File: config.mk
export PLATFORM = sky130hd
export DESIGN_NAME = reorder_buffer_flat
export DESIGN_NICKNAME = d
export VERILOG_FILES = /design/src/rtl/fcpu_pkg.sv /design/src/rtl/reorder_buffer_if.sv /design/src/rtl/rob_ptr.sv /design/src/rtl/reorder_buffer.sv /design/src/flat_wrapper.sv
export SDC_FILE = /design/constraint.sdc
export NUM_CORES = 1
export LEC_CHECK = 0
export ABC_AREA = 0
export CAP_MARGIN = 30
export CORE_ASPECT_RATIO = 0.7
export CORE_MARGIN = 3
export CORE_UTILIZATION = 50
export CTS_CLUSTER_SIZE = 12
export DETAILED_ROUTE_END_ITERATION = 7
export GPL_ROUTABILITY_DRIVEN = 0
export GPL_TIMING_DRIVEN = 0
export PLACE_DENSITY = 0.74
export SLEW_MARGIN = 20
export SYNTH_ARGS = -nofsm -noshare
export SYNTH_HDL_FRONTEND = slang
export SYNTH_SLANG_ARGS = --single-unit
export TNS_END_PERCENT = 5
File: constraint.sdc
create_clock -name clk -period 4.7 [get_ports clk]
set_input_delay 0.47 -clock clk [delete_from_list [all_inputs] [get_ports clk]]
set_output_delay 0.47 -clock clk [all_outputs]
set_load 0.02 [all_outputs]
File: src/rtl/fcpu_pkg.sv
// Shared core parameters and reorder-buffer types.
// Exports RSV_ID_W/REG_ADDR_W/DATA_W, ROB_DEPTH, ROB_PTR_W and rob_entry_t.
package fcpu_pkg;
  localparam int RSV_ID_W   = 3;
  localparam int REG_ADDR_W = 5;
  localparam int DATA_W     = 32;
  localparam int ROB_DEPTH  = 2**RSV_ID_W;
  localparam int ROB_PTR_W  = RSV_ID_W + 1;

  typedef struct packed {
    logic                  busy;
    logic                  done;
    logic                  has_dest;
    logic                  inval;
    logic [REG_ADDR_W-1:0] reg_addr;
    logic [DATA_W-1:0]     data;
  } rob_entry_t;
endpackage

File: src/rtl/reorder_buffer_if.sv
// Dispatch, result-bus and commit signals of the reorder buffer.
// master: pipeline side (drives alloc/cdb); slave: the reorder buffer.
interface reorder_buffer_if;
  import fcpu_pkg::*;

  logic                  alloc_valid;
  logic                  alloc_has_dest;
  logic [REG_ADDR_W-1:0] alloc_reg_addr;
  logic                  alloc_ready;
  logic [RSV_ID_W-1:0]   alloc_id;

  logic                  cdb_valid;
  logic [RSV_ID_W-1:0]   cdb_id;
  logic [DATA_W-1:0]     cdb_data;
  logic                  cdb_invalidate;

  logic                  we;
  logic                  we_invalidate;
  logic [RSV_ID_W-1:0]   wrQueAddr;
  logic [REG_ADDR_W-1:0] wrAddr;
  logic [DATA_W-1:0]     wrData;

  modport master (
    output alloc_valid, alloc_has_dest, alloc_reg_addr,
    output cdb_valid, cdb_id, cdb_data, cdb_invalidate,
    input  alloc_ready, alloc_id,
    input  we, we_invalidate, wrQueAddr, wrAddr, wrData
  );

  modport slave (
    input  alloc_valid, alloc_has_dest, alloc_reg_addr,
    input  cdb_valid, cdb_id, cdb_data, cdb_invalidate,
    output alloc_ready, alloc_id,
    output we, we_invalidate, wrQueAddr, wrAddr, wrData
  );
endinterface

File: src/rtl/rob_ptr.sv
// Wrap-bit queue pointer with increment, clear and peer compare.
// Ports: clk, clr, inc, peer -> ptr, same (equal), wrapped (full distance).
module rob_ptr
  import fcpu_pkg::*;
(
  input  logic                 clk,
  input  logic                 clr,
  input  logic                 inc,
  input  logic [ROB_PTR_W-1:0] peer,
  output logic [ROB_PTR_W-1:0] ptr,
  output logic                 same,
  output logic                 wrapped
);
  always_ff @(posedge clk) begin
    if (clr) ptr <= '0;
    else if (inc) ptr <= ptr + ROB_PTR_W'(1);
  end

  assign same    = (ptr == peer);
  assign wrapped = (ptr[RSV_ID_W-1:0] == peer[RSV_ID_W-1:0])
                && (ptr[RSV_ID_W] != peer[RSV_ID_W]);
endmodule

File: src/rtl/reorder_buffer.sv
// In-order commit queue: tags dispatch, gathers results, retires in order.
// Ports: clk, rst, bus (alloc/cdb/commit), flush, rd_ids/rd_data/rd_done, empty, full.
module reorder_buffer
  import fcpu_pkg::*;
#(
  parameter int N_RD_PORTS = 2
) (
  input  logic                                 clk,
  input  logic                                 rst,
  reorder_buffer_if.slave                      bus,
  input  logic                                 flush,
  input  logic [N_RD_PORTS-1:0][RSV_ID_W-1:0]  rd_ids,
  output logic [N_RD_PORTS-1:0][DATA_W-1:0]    rd_data,
  output logic [N_RD_PORTS-1:0]                rd_done,
  output logic                                 empty,
  output logic                                 full
);
  rob_entry_t           rob_q [ROB_DEPTH];
  logic [ROB_PTR_W-1:0] head;
  logic [ROB_PTR_W-1:0] tail;
  logic [RSV_ID_W-1:0]  hidx;
  logic [RSV_ID_W-1:0]  tidx;
  logic                 h_same, h_wrap;
  logic                 t_same, t_wrap;
  logic                 do_alloc;
  logic                 do_commit;
  logic                 clr;

  assign hidx      = head[RSV_ID_W-1:0];
  assign tidx      = tail[RSV_ID_W-1:0];
  assign clr       = rst | flush;
  assign do_alloc  = bus.alloc_valid & ~full;
  assign do_commit = rob_q[hidx].busy & rob_q[hidx].done;

  rob_ptr u_head (
    .clk     (clk),
    .clr     (clr),
    .inc     (do_commit),
    .peer    (tail),
    .ptr     (head),
    .same    (h_same),
    .wrapped (h_wrap)
  );

  rob_ptr u_tail (
    .clk     (clk),
    .clr     (clr),
    .inc     (do_alloc),
    .peer    (head),
    .ptr     (tail),
    .same    (t_same),
    .wrapped (t_wrap)
  );

  assign empty           = h_same & t_same;
  assign full            = h_wrap & t_wrap;
  assign bus.alloc_ready = ~full;
  assign bus.alloc_id    = tidx;

  always_ff @(posedge clk) begin
    if (rst) begin
      for (int i = 0; i < ROB_DEPTH; i++) begin
        rob_q[i].busy <= 1'b0;
        rob_q[i].done <= 1'b0;
      end
      bus.we            <= 1'b0;
      bus.we_invalidate <= 1'b0;
      bus.wrQueAddr     <= '0;
      bus.wrAddr        <= '0;
      bus.wrData        <= '0;
    end else if (flush) begin
      for (int i = 0; i < ROB_DEPTH; i++)
        rob_q[i].busy <= 1'b0;
      bus.we            <= 1'b0;
      bus.we_invalidate <= 1'b0;
    end else begin
      // Uses pre-edge busy/done, so a result never commits in its own cycle.
      if (bus.cdb_valid && rob_q[bus.cdb_id].busy) begin
        rob_q[bus.cdb_id].done  <= 1'b1;
        rob_q[bus.cdb_id].data  <= bus.cdb_data;
        rob_q[bus.cdb_id].inval <= bus.cdb_invalidate;
      end
      if (do_commit) begin
        rob_q[hidx].busy  <= 1'b0;
        bus.we            <= rob_q[hidx].has_dest;
        bus.we_invalidate <= rob_q[hidx].has_dest & rob_q[hidx].inval;
        if (rob_q[hidx].has_dest) begin
          bus.wrQueAddr <= hidx;
          bus.wrAddr    <= rob_q[hidx].reg_addr;
          bus.wrData    <= rob_q[hidx].data;
        end
      end else begin
        bus.we            <= 1'b0;
        bus.we_invalidate <= 1'b0;
      end
      if (do_alloc) begin
        rob_q[tidx].busy     <= 1'b1;
        rob_q[tidx].done     <= 1'b0;
        rob_q[tidx].inval    <= 1'b0;
        rob_q[tidx].has_dest <= bus.alloc_has_dest;
        rob_q[tidx].reg_addr <= bus.alloc_reg_addr;
      end
    end
  end

  always_comb begin
    for (int i = 0; i < N_RD_PORTS; i++) begin
      rd_done[i] = rob_q[rd_ids[i]].busy & rob_q[rd_ids[i]].done;
      rd_data[i] = rob_q[rd_ids[i]].data;
    end
  end
endmodule

File: src/flat_wrapper.sv
// flat-port wrapper written by rule: the top's interface ports become plain ports
module reorder_buffer_flat import fcpu_pkg::*;
#(
  parameter int N_RD_PORTS = 2
)
  (clk, rst, flush, rd_ids, rd_data, rd_done, empty, full, bus_alloc_valid, bus_alloc_has_dest, bus_alloc_reg_addr, bus_cdb_valid, bus_cdb_id, bus_cdb_data, bus_cdb_invalidate, bus_alloc_ready, bus_alloc_id, bus_we, bus_we_invalidate, bus_wrQueAddr, bus_wrAddr, bus_wrData);
  reorder_buffer_if bus_i ();
  input  logic clk;
  input  logic rst;
  input  logic flush;
  input  logic [N_RD_PORTS-1:0][RSV_ID_W-1:0] rd_ids;
  output logic [N_RD_PORTS-1:0][DATA_W-1:0] rd_data;
  output logic [N_RD_PORTS-1:0] rd_done;
  output logic empty;
  output logic full;
  input wire logic [$bits(bus_i.alloc_valid)-1:0] bus_alloc_valid;
  input wire logic [$bits(bus_i.alloc_has_dest)-1:0] bus_alloc_has_dest;
  input wire logic [$bits(bus_i.alloc_reg_addr)-1:0] bus_alloc_reg_addr;
  input wire logic [$bits(bus_i.cdb_valid)-1:0] bus_cdb_valid;
  input wire logic [$bits(bus_i.cdb_id)-1:0] bus_cdb_id;
  input wire logic [$bits(bus_i.cdb_data)-1:0] bus_cdb_data;
  input wire logic [$bits(bus_i.cdb_invalidate)-1:0] bus_cdb_invalidate;
  output wire logic [$bits(bus_i.alloc_ready)-1:0] bus_alloc_ready;
  output wire logic [$bits(bus_i.alloc_id)-1:0] bus_alloc_id;
  output wire logic [$bits(bus_i.we)-1:0] bus_we;
  output wire logic [$bits(bus_i.we_invalidate)-1:0] bus_we_invalidate;
  output wire logic [$bits(bus_i.wrQueAddr)-1:0] bus_wrQueAddr;
  output wire logic [$bits(bus_i.wrAddr)-1:0] bus_wrAddr;
  output wire logic [$bits(bus_i.wrData)-1:0] bus_wrData;
  assign bus_i.alloc_valid = bus_alloc_valid;
  assign bus_i.alloc_has_dest = bus_alloc_has_dest;
  assign bus_i.alloc_reg_addr = bus_alloc_reg_addr;
  assign bus_i.cdb_valid = bus_cdb_valid;
  assign bus_i.cdb_id = bus_cdb_id;
  assign bus_i.cdb_data = bus_cdb_data;
  assign bus_i.cdb_invalidate = bus_cdb_invalidate;
  assign bus_alloc_ready = bus_i.alloc_ready;
  assign bus_alloc_id = bus_i.alloc_id;
  assign bus_we = bus_i.we;
  assign bus_we_invalidate = bus_i.we_invalidate;
  assign bus_wrQueAddr = bus_i.wrQueAddr;
  assign bus_wrAddr = bus_i.wrAddr;
  assign bus_wrData = bus_i.wrData;
  reorder_buffer #(.N_RD_PORTS(N_RD_PORTS)) u_core (.clk(clk), .rst(rst), .bus(bus_i), .flush(flush), .rd_ids(rd_ids), .rd_data(rd_data), .rd_done(rd_done), .empty(empty), .full(full));
endmodule
Word-level counts from Yosys, hierarchy flattened
Memory sizes are Yosys's and may differ from the RTL's. A register that Yosys moved wholly into a read port is not among the register bits.
Index checks and enable logic that the tools add are counted.
{"block": "totals", "register_bits": 50, "mem_bits_rw": 328, "inputBits": 53, "out_inout_bits": 114, "elab_cells": 79, "n_memories": 1}
{"block": "classes", "add_sub_neg": 2, "n_eq_ne": 6, "muxes": 36, "n_bitwise": 19, "reduce_logical": 8}
{"memory": "u_core.rob_q", "words": 8, "word_bits": 41, "rd": 4, "rd_clocked_by_memory_dff": 1, "wr": 8, "line_no": "reorder_buffer.sv:18", "source": "rob_entry_t rob_q [ROB_DEPTH];"}
{"cell": "41-bit 2-to-1 mux", "count": 3}
{"cell": "41-bit OR reduction", "count": 3}
{"cell": "1-bit 2-to-1 mux", "count": 25}
{"cell": "3-bit 2-to-1 mux", "count": 6}
{"cell": "1-bit bitwise OR", "count": 9}
{"cell": "4-bit by 1-bit adder with 4-bit output (second input constant)", "count": 2}
{"cell": "4-bit == test", "count": 2}
{"cell": "4-bit 2-to-1 mux", "count": 2}
{"cell": "1-bit AND", "count": 7}
{"cell": "3-bit == test", "count": 2}
{"cell": "1-bit logical AND", "count": 3}
{"cell": "1-bit inverter", "count": 3}
{"cell": "3-bit AND reduction", "count": 1}
{"cell": "3-bit OR reduction", "count": 1}
{"cell": "1-bit inequality test", "count": 2}

Longest topological paths before layout
Gate-level depths: netlist (run 1).
{"block": "depth", "depth_word": 11, "mapped_depth": 9, "depth_no_buf": 5}

Modules after synthesis
Synthesis (run 1) repeated with hierarchy kept, for this count alone.
{"block": "unflattened", "cells_unflattened": 1255, "area_unflattened_um2": 18896.9}
{"mod": "reorder_buffer", "instances": 1, "cells_per_inst": 1211, "area_per_inst_um2": 18438.9}
{"mod": "rob_ptr", "instances": 2, "cells_per_inst": 22, "area_per_inst_um2": 229.0}

Worst setup path after synthesis (run 1)
Ideal clock, no wire load.
{"block": "synth_path", "path_type": "in2reg", "from": "input port rst", "to": "memory u_core.rob_q[4][37] (netlist bit)", "t_arrival_ns": 2.599, "required_time_ns": 4.559, "setup_slack_ns": 1.960, "stages": 7, "cell_sequence": "clkbuf_1 -> or2_1 -> clkbuf_1 -> nor3b_1 -> and3_1 -> mux2i_1 -> nor2_1"}
{"element": "from (decl)", "line_no": "flat_wrapper.sv:9", "source": "input logic rst;"}
{"element": "to (decl)", "line_no": "reorder_buffer.sv:18"}

==> out/results.ini, run 1 <==
[clock_network]
clk_path_buf_depth=3
ctsHoldBuffers=0
cts_root_buf=clkbuf_16
cts_setup_buffers=0
postCtsResizedCells=0
numClockSinks=381
cts_htree_levels=2
clk_latency_ns=0.54
cts-buffers-inserted=39
clkSlewWorstSetupHoldPaths_ns=0.06
cts_tree=done

[power]
power_switching_uw=1570
power.share.combinational_pct=7.8
leakage_uw=0.00706
p_clk_share_pct=41.5
pwr-share-seq_pct=50.7
p_sw_share_pct=21.9
peakVddDrop_v=0.000226
p_int_uw=5600
p_per_area_mw_per_mm2=317

[sta]
drv_slew=0
fin_tns_setup_ns=0
finClkSkew_ns=0.0109
fmax_mhz=283
rsz0062_at_grt=false
post-route-min-period_ns=3.53
slew_headroom_pct=31.8
max_slew.worst_pin.slew_ns=1.02
hold_viol=0
finalSetupViolCount=0
final.period_utilization_pct=75.2
holdWs_ns=0.310

[final_layout]
multi_input_area_mm2=0.00780
area.growth.synth_to_final_pct=19.4
stdcell_count=1797
nets=1343
seqCellArea_mm2=0.0107
fill_cells=2593
post-route-util_pct=61.7
antenna_cells=0
final_area_mm2=0.0226
drive_gt1_share_pct=32.8

[placed_design]
port_buffers=158
dpl-instance-area_mm2=0.0213
place_hpwl_um=36200
place_inst=1721

[yosys]
synth_area_per_cell_um2=17.7
syn-num-nets=1123
ys_top_cells_by_count=edfxtp_1 (304), mux4_2 (210), dfxtp_1 (77)
syn_inst=1068
synth.distinct_cells=39
yosysSeqAreaShare_pct=56.3
synth_area_leaders=edfxtp_1 (48%), mux4_2 (25%), dfxtp_1 (8.1%)
netlist_area_mm2=0.0189
synth_top_area_share_pct=48.2
synth_top_cell_by_area=edfxtp_1
synthArstFlopShare_pct=0
ys_warn_count=0
synth_ff_type=edfxtp_1
synth_edf_count=304
ys_ff_latch=381
synth.most_common_cell=edfxtp_1

[global_routing]
overflow=0
grt_pass1_vias=11900
grtUsageTotal_pct=27.0
grt_pass1_wl_um=78800
grt_antenna_before_repair=3
grt_max_degree=35

[detailed_routing]
wirelength_um=53900
first_pass_iters=5
drt-initial-drc-count=1500
detail-route-antenna-nets=0
vias_per_cell=6.61
drcViolationCount=0
detail_route.wl_per_cell_um=30.0
vias=11900

[setup_path]
endpoint_kind=output pin
cp_data_required_time_ns=4.23
crit_type=in -> out
cp_max_fo=10
critPathLaunchType=input pin
cp.arrival_ns=3.06

[min_path]
hp-class=in -> reg

[floorplan]
start_util_pct=51.7
die_h_um=169
placementRows=58
io_pins=167
core_area_mm2=0.0366
fp.dieW_um=239
die-area_mm2=0.0403

[run]
drv_cap=0

[run_status]
status=finished, final reports clean

power groups by stage:
stage	registers, uW	logic [uW]	clock network (uW)
4_1_cts	3630	556	3000
3_3_place_gp	3710	544	0
3_5_place_dp	3710	552	0
5_1_grt	3630	584	3140
6_report	3630	556	2970
2_1_floorplan	3710	299	0
layout make-up:
class                      instances  area share [%]
tap                              480            2.66
multi-input combinational        587            34.5
timing repair buffer             179            8.28
buffer                            92            1.98
clock buffer                      67            5.06
sequential                       381            47.2
inverter                           8           0.133
clock inverter                     3           0.177
flip-flops by register name, summed over array words and instances, names as in the netlist, named ones only:
name                      flops
u_core.bus.wrAddr             5
u_core.bus.we                 1
u_core.rob_q                328
u_core.u_tail.ptr             4
u_core.bus.we_invalidate      1
u_core.u_head.ptr             4
u_core.bus.wrData            32
u_core.bus.wrQueAddr          3
path summary, 6_finish.rpt:
check	cells past startpoint	end	slack, ns	startpoint
max	5	rd_data[53]	1.17	rd_ids[4]
max reg2reg	6	u_core.bus.wrData[31]	2.01	flop
min	3	u_core.rob_q[3][37]	0.31	bus_cdb_invalidate
min reg2reg	2	u_core.rob_q[3][37]	0.47	u_core.rob_q[3][37]
critical path, cell delays in order:
cell	delay, ns
buf_1	0.61
clkbuf_1	0.69
mux4_2	0.41
mux2_2	0.32
clkdlybuf4s50_1	0.55
layer usage:
layer  GRT usage, %  wire length [um]  vias up
met4           7.04              1350        6
met2           42.0             25000      793
met1           38.7             21400     6095
met5              0                39        -
met3           6.63              6130      102
li1               -                 -     4890
through the flow:
stage	total power [uW]	setup WS, ns
2_1_floorplan	4000	1.96
3_3_place_gp	4250	0.194
3_5_place_dp	4260	1.18
4_1_cts	7190	1.16
5_1_grt	7360	1.14
6_report	7160	1.17
cells by family (layout without fill, tap and decap cells):
group	Yosys count	count (layout)	share of synthesized area, %
AOI/OAI and AO/OA	112	112	4.70
xor gates and xnor gates	8	8	0.370
adders and majority gates	2	2	0.132
buffers and inverters	100	349	2.52
DFF	381	381	56.3
muxes	321	321	31.3
and+or+nand+nor	144	144	4.67
layout by cell type (no fill, tap or decap), types with 11 or more instances in the layout:
cell | Yosys | final
nor2_1 | 22 | 22
dfxtp_1 | 77 | 77
a31o_1 | 11 | 11
nand2_1 | 25 | 25
buf_4 | 10 | 12
clkbuf_1 | 45 | 69
nand3_1 | 20 | 20
mux4_2 | 210 | 210
mux2i_1 | 47 | 47
buf_6 | 5 | 15
and2_1 | 50 | 49
edfxtp_1 | 304 | 304
mux2_2 | 64 | 64
buf_2 | 21 | 21
a211oi_2 | 37 | 37
clkdlybuf4s50_1 | 0 | 158
a21oi_1 | 51 | 51
buf_1 | 11 | 11
clkbuf_16 | 0 | 41
Note: power is estimated with default switching activity, not from simulation.
==> run 2: changes to the inputs <==
- PLACE_DENSITY: 0.74 -> 0.76
- clock period: 4.7 -> 3.1 ns (I/O delays scaled with it)
==> out/results.ini, run 2 (synthesis gave the netlist of run 1 again) <==
[sta]
max_slew.worst_pin.slew_ns=1.07
fin_tns_setup_ns=-0.0176
slew_headroom_pct=28.9
finalSetupViolCount=2
rsz0062_at_grt=true
worst_slack_ns=-0.0105
drv_slew=0
finClkSkew_ns=0.0171
final.period_utilization_pct=100
fmax_mhz=321
post-route-min-period_ns=3.11
holdWs_ns=0.240
hold_viol=0

[global_routing]
grt_max_degree=35
grt_antenna_before_repair=4
grtUsageTotal_pct=26.9
grt_pass1_wl_um=78800
grt_pass1_vias=12100
overflow=0

[placed_design]
dpl-instance-area_mm2=0.0214
port_buffers=158
place_hpwl_um=35700

[min_path]
hp-class=in -> reg

[setup_path]
r2r_slack_ns=0.38
endpoint_kind=output pin
cp_max_fo=10
critPathLaunchType=input pin
crit_buf_inv=3
cp.arrival_ns=2.80
crit_type=in -> out
cp_top_family=buffers and inverters
slowest_delay_ns=0.75
cp_cell_sequence=buf_1 > clkbuf_1 > mux2_2 > clkdlybuf4s50_1
slowest_stage=clkbuf_1
cp_data_required_time_ns=2.79

[clock_network]
numClockSinks=381
cts_htree_levels=2
cts_root_buf=clkbuf_16
ctsHoldBuffers=0
clk_path_buf_depth=3
cts-buffers-inserted=39
clk_latency_ns=0.55
cts_tree=done
clkSlewWorstSetupHoldPaths_ns=0.06

[final_layout]
nets=1346
multi_input_area_mm2=0.00780
final_cell_mix=edfxtp_1 (304), mux4_2 (210), clkdlybuf4s50_1 (158)
final_area_mm2=0.0227
area.growth.synth_to_final_pct=19.9
drive_gt1_share_pct=33.6
mostFrequentLayoutCell=edfxtp_1
regMostFlops=u_core.rob_q
fill_cells=2552
seqCellArea_mm2=0.0107
reg_top3=u_core.rob_q x328, u_core.bus.wrData x32, u_core.bus.wrAddr x5
largest_reg_flops=328

[floorplan]
die-area_mm2=0.0403
io_pins=167
placementRows=58
fp.dieW_um=239
start_util_pct=51.7
die_h_um=169
core_area_mm2=0.0366

[power]
p_per_area_mw_per_mm2=481
power_uw=10900
peakVddDrop_v=0.000329
leakage_uw=0.00713

[detailed_routing]
vias=12100
drt-initial-drc-count=1681
drcViolationCount=0
first_pass_iters=6
vias_per_cell=6.72
wirelength_um=53700
detail-route-antenna-nets=0
detail_route.wl_per_cell_um=29.8

[run_status]
status=finished with violations
violations=setup timing

[run]
drv_cap=0

run 2: cell types whose count changed in the layout (fill, tap and decap cells not counted), sizes merged:
cell and delta:
buf +2, clkdlybuf4s15 +2, clkbuf -1, diode +1
inv +1
run 2: repair_timing:
| action | CTS | global route |
|---|---|---|
| gates resized for setup | 8 | 4 |
| endpoints found under the setup margin | 56 | 21 |
| pin swaps | 0 | 0 |
| setup buffers | 0 | 0 |
run 2: path summary, 6_finish.rpt:
check | start | end | depth (start not counted)
worst max-delay path | rd_ids[5] | rd_data[53] | 4
worst min-delay path | bus_cdb_invalidate | u_core.rob_q[3][37] | 3
worst max register to register | flop | u_core.bus.wrData[3] | 7
worst min register to register | u_core.bus.wrQueAddr[2] | u_core.bus.wrQueAddr[2] | 2
run 2: layout make-up:
type | instances | share of cell area, %
plain buffers | 92 | 2.06
clock buffers | 67 | 5.03
repair buffers | 182 | 8.49
clock inverters | 4 | 0.281
flip-flops and latches | 381 | 47.0
diodes | 1 | 0.0110
inverters | 8 | 0.132
multi-input cells | 587 | 34.3
well taps | 480 | 2.65
run 2: worst min-delay path: cells and delay by family:
family,cells,cell delay [ns]
AO/OA/AOI/OAI,1,0.06
AND/OR/NAND/NOR,1,0.13
buffers and inverters,1,0.22
run 2: power by group:
part	switching (uW)	internal (uW)
Clock	1960	2590
Sequential	3.74	5500
Combinational	450	402
run 2: metal layers:
| layer | routed length [um] | track usage (%) |
|---|---|---|
| met4 | 1770 | 8.01 |
| met2 | 24000 | 40.1 |
| met3 | 6110 | 7.05 |
| met5 | 40 | 0 |
| met1 | 21800 | 39.4 |
run 2: stage by stage:
step           util [%]  worst slack [ns]  std cells
6_report           61.9           -0.0105       1802
4_1_cts            61.6            0.0317       1792
2_1_floorplan         -             0.520       1068
5_1_grt            61.9           -0.0470       1802
3_5_place_dp       58.3            -0.202       1721
3_3_place_gp       57.6             -1.09       1706
==> run 3: changes to the inputs <==
- HOLD_SLACK_MARGIN: not set -> 0.02
==> results of run 3 <==
Final layout, timing and power as in run 2 (identical DEF).
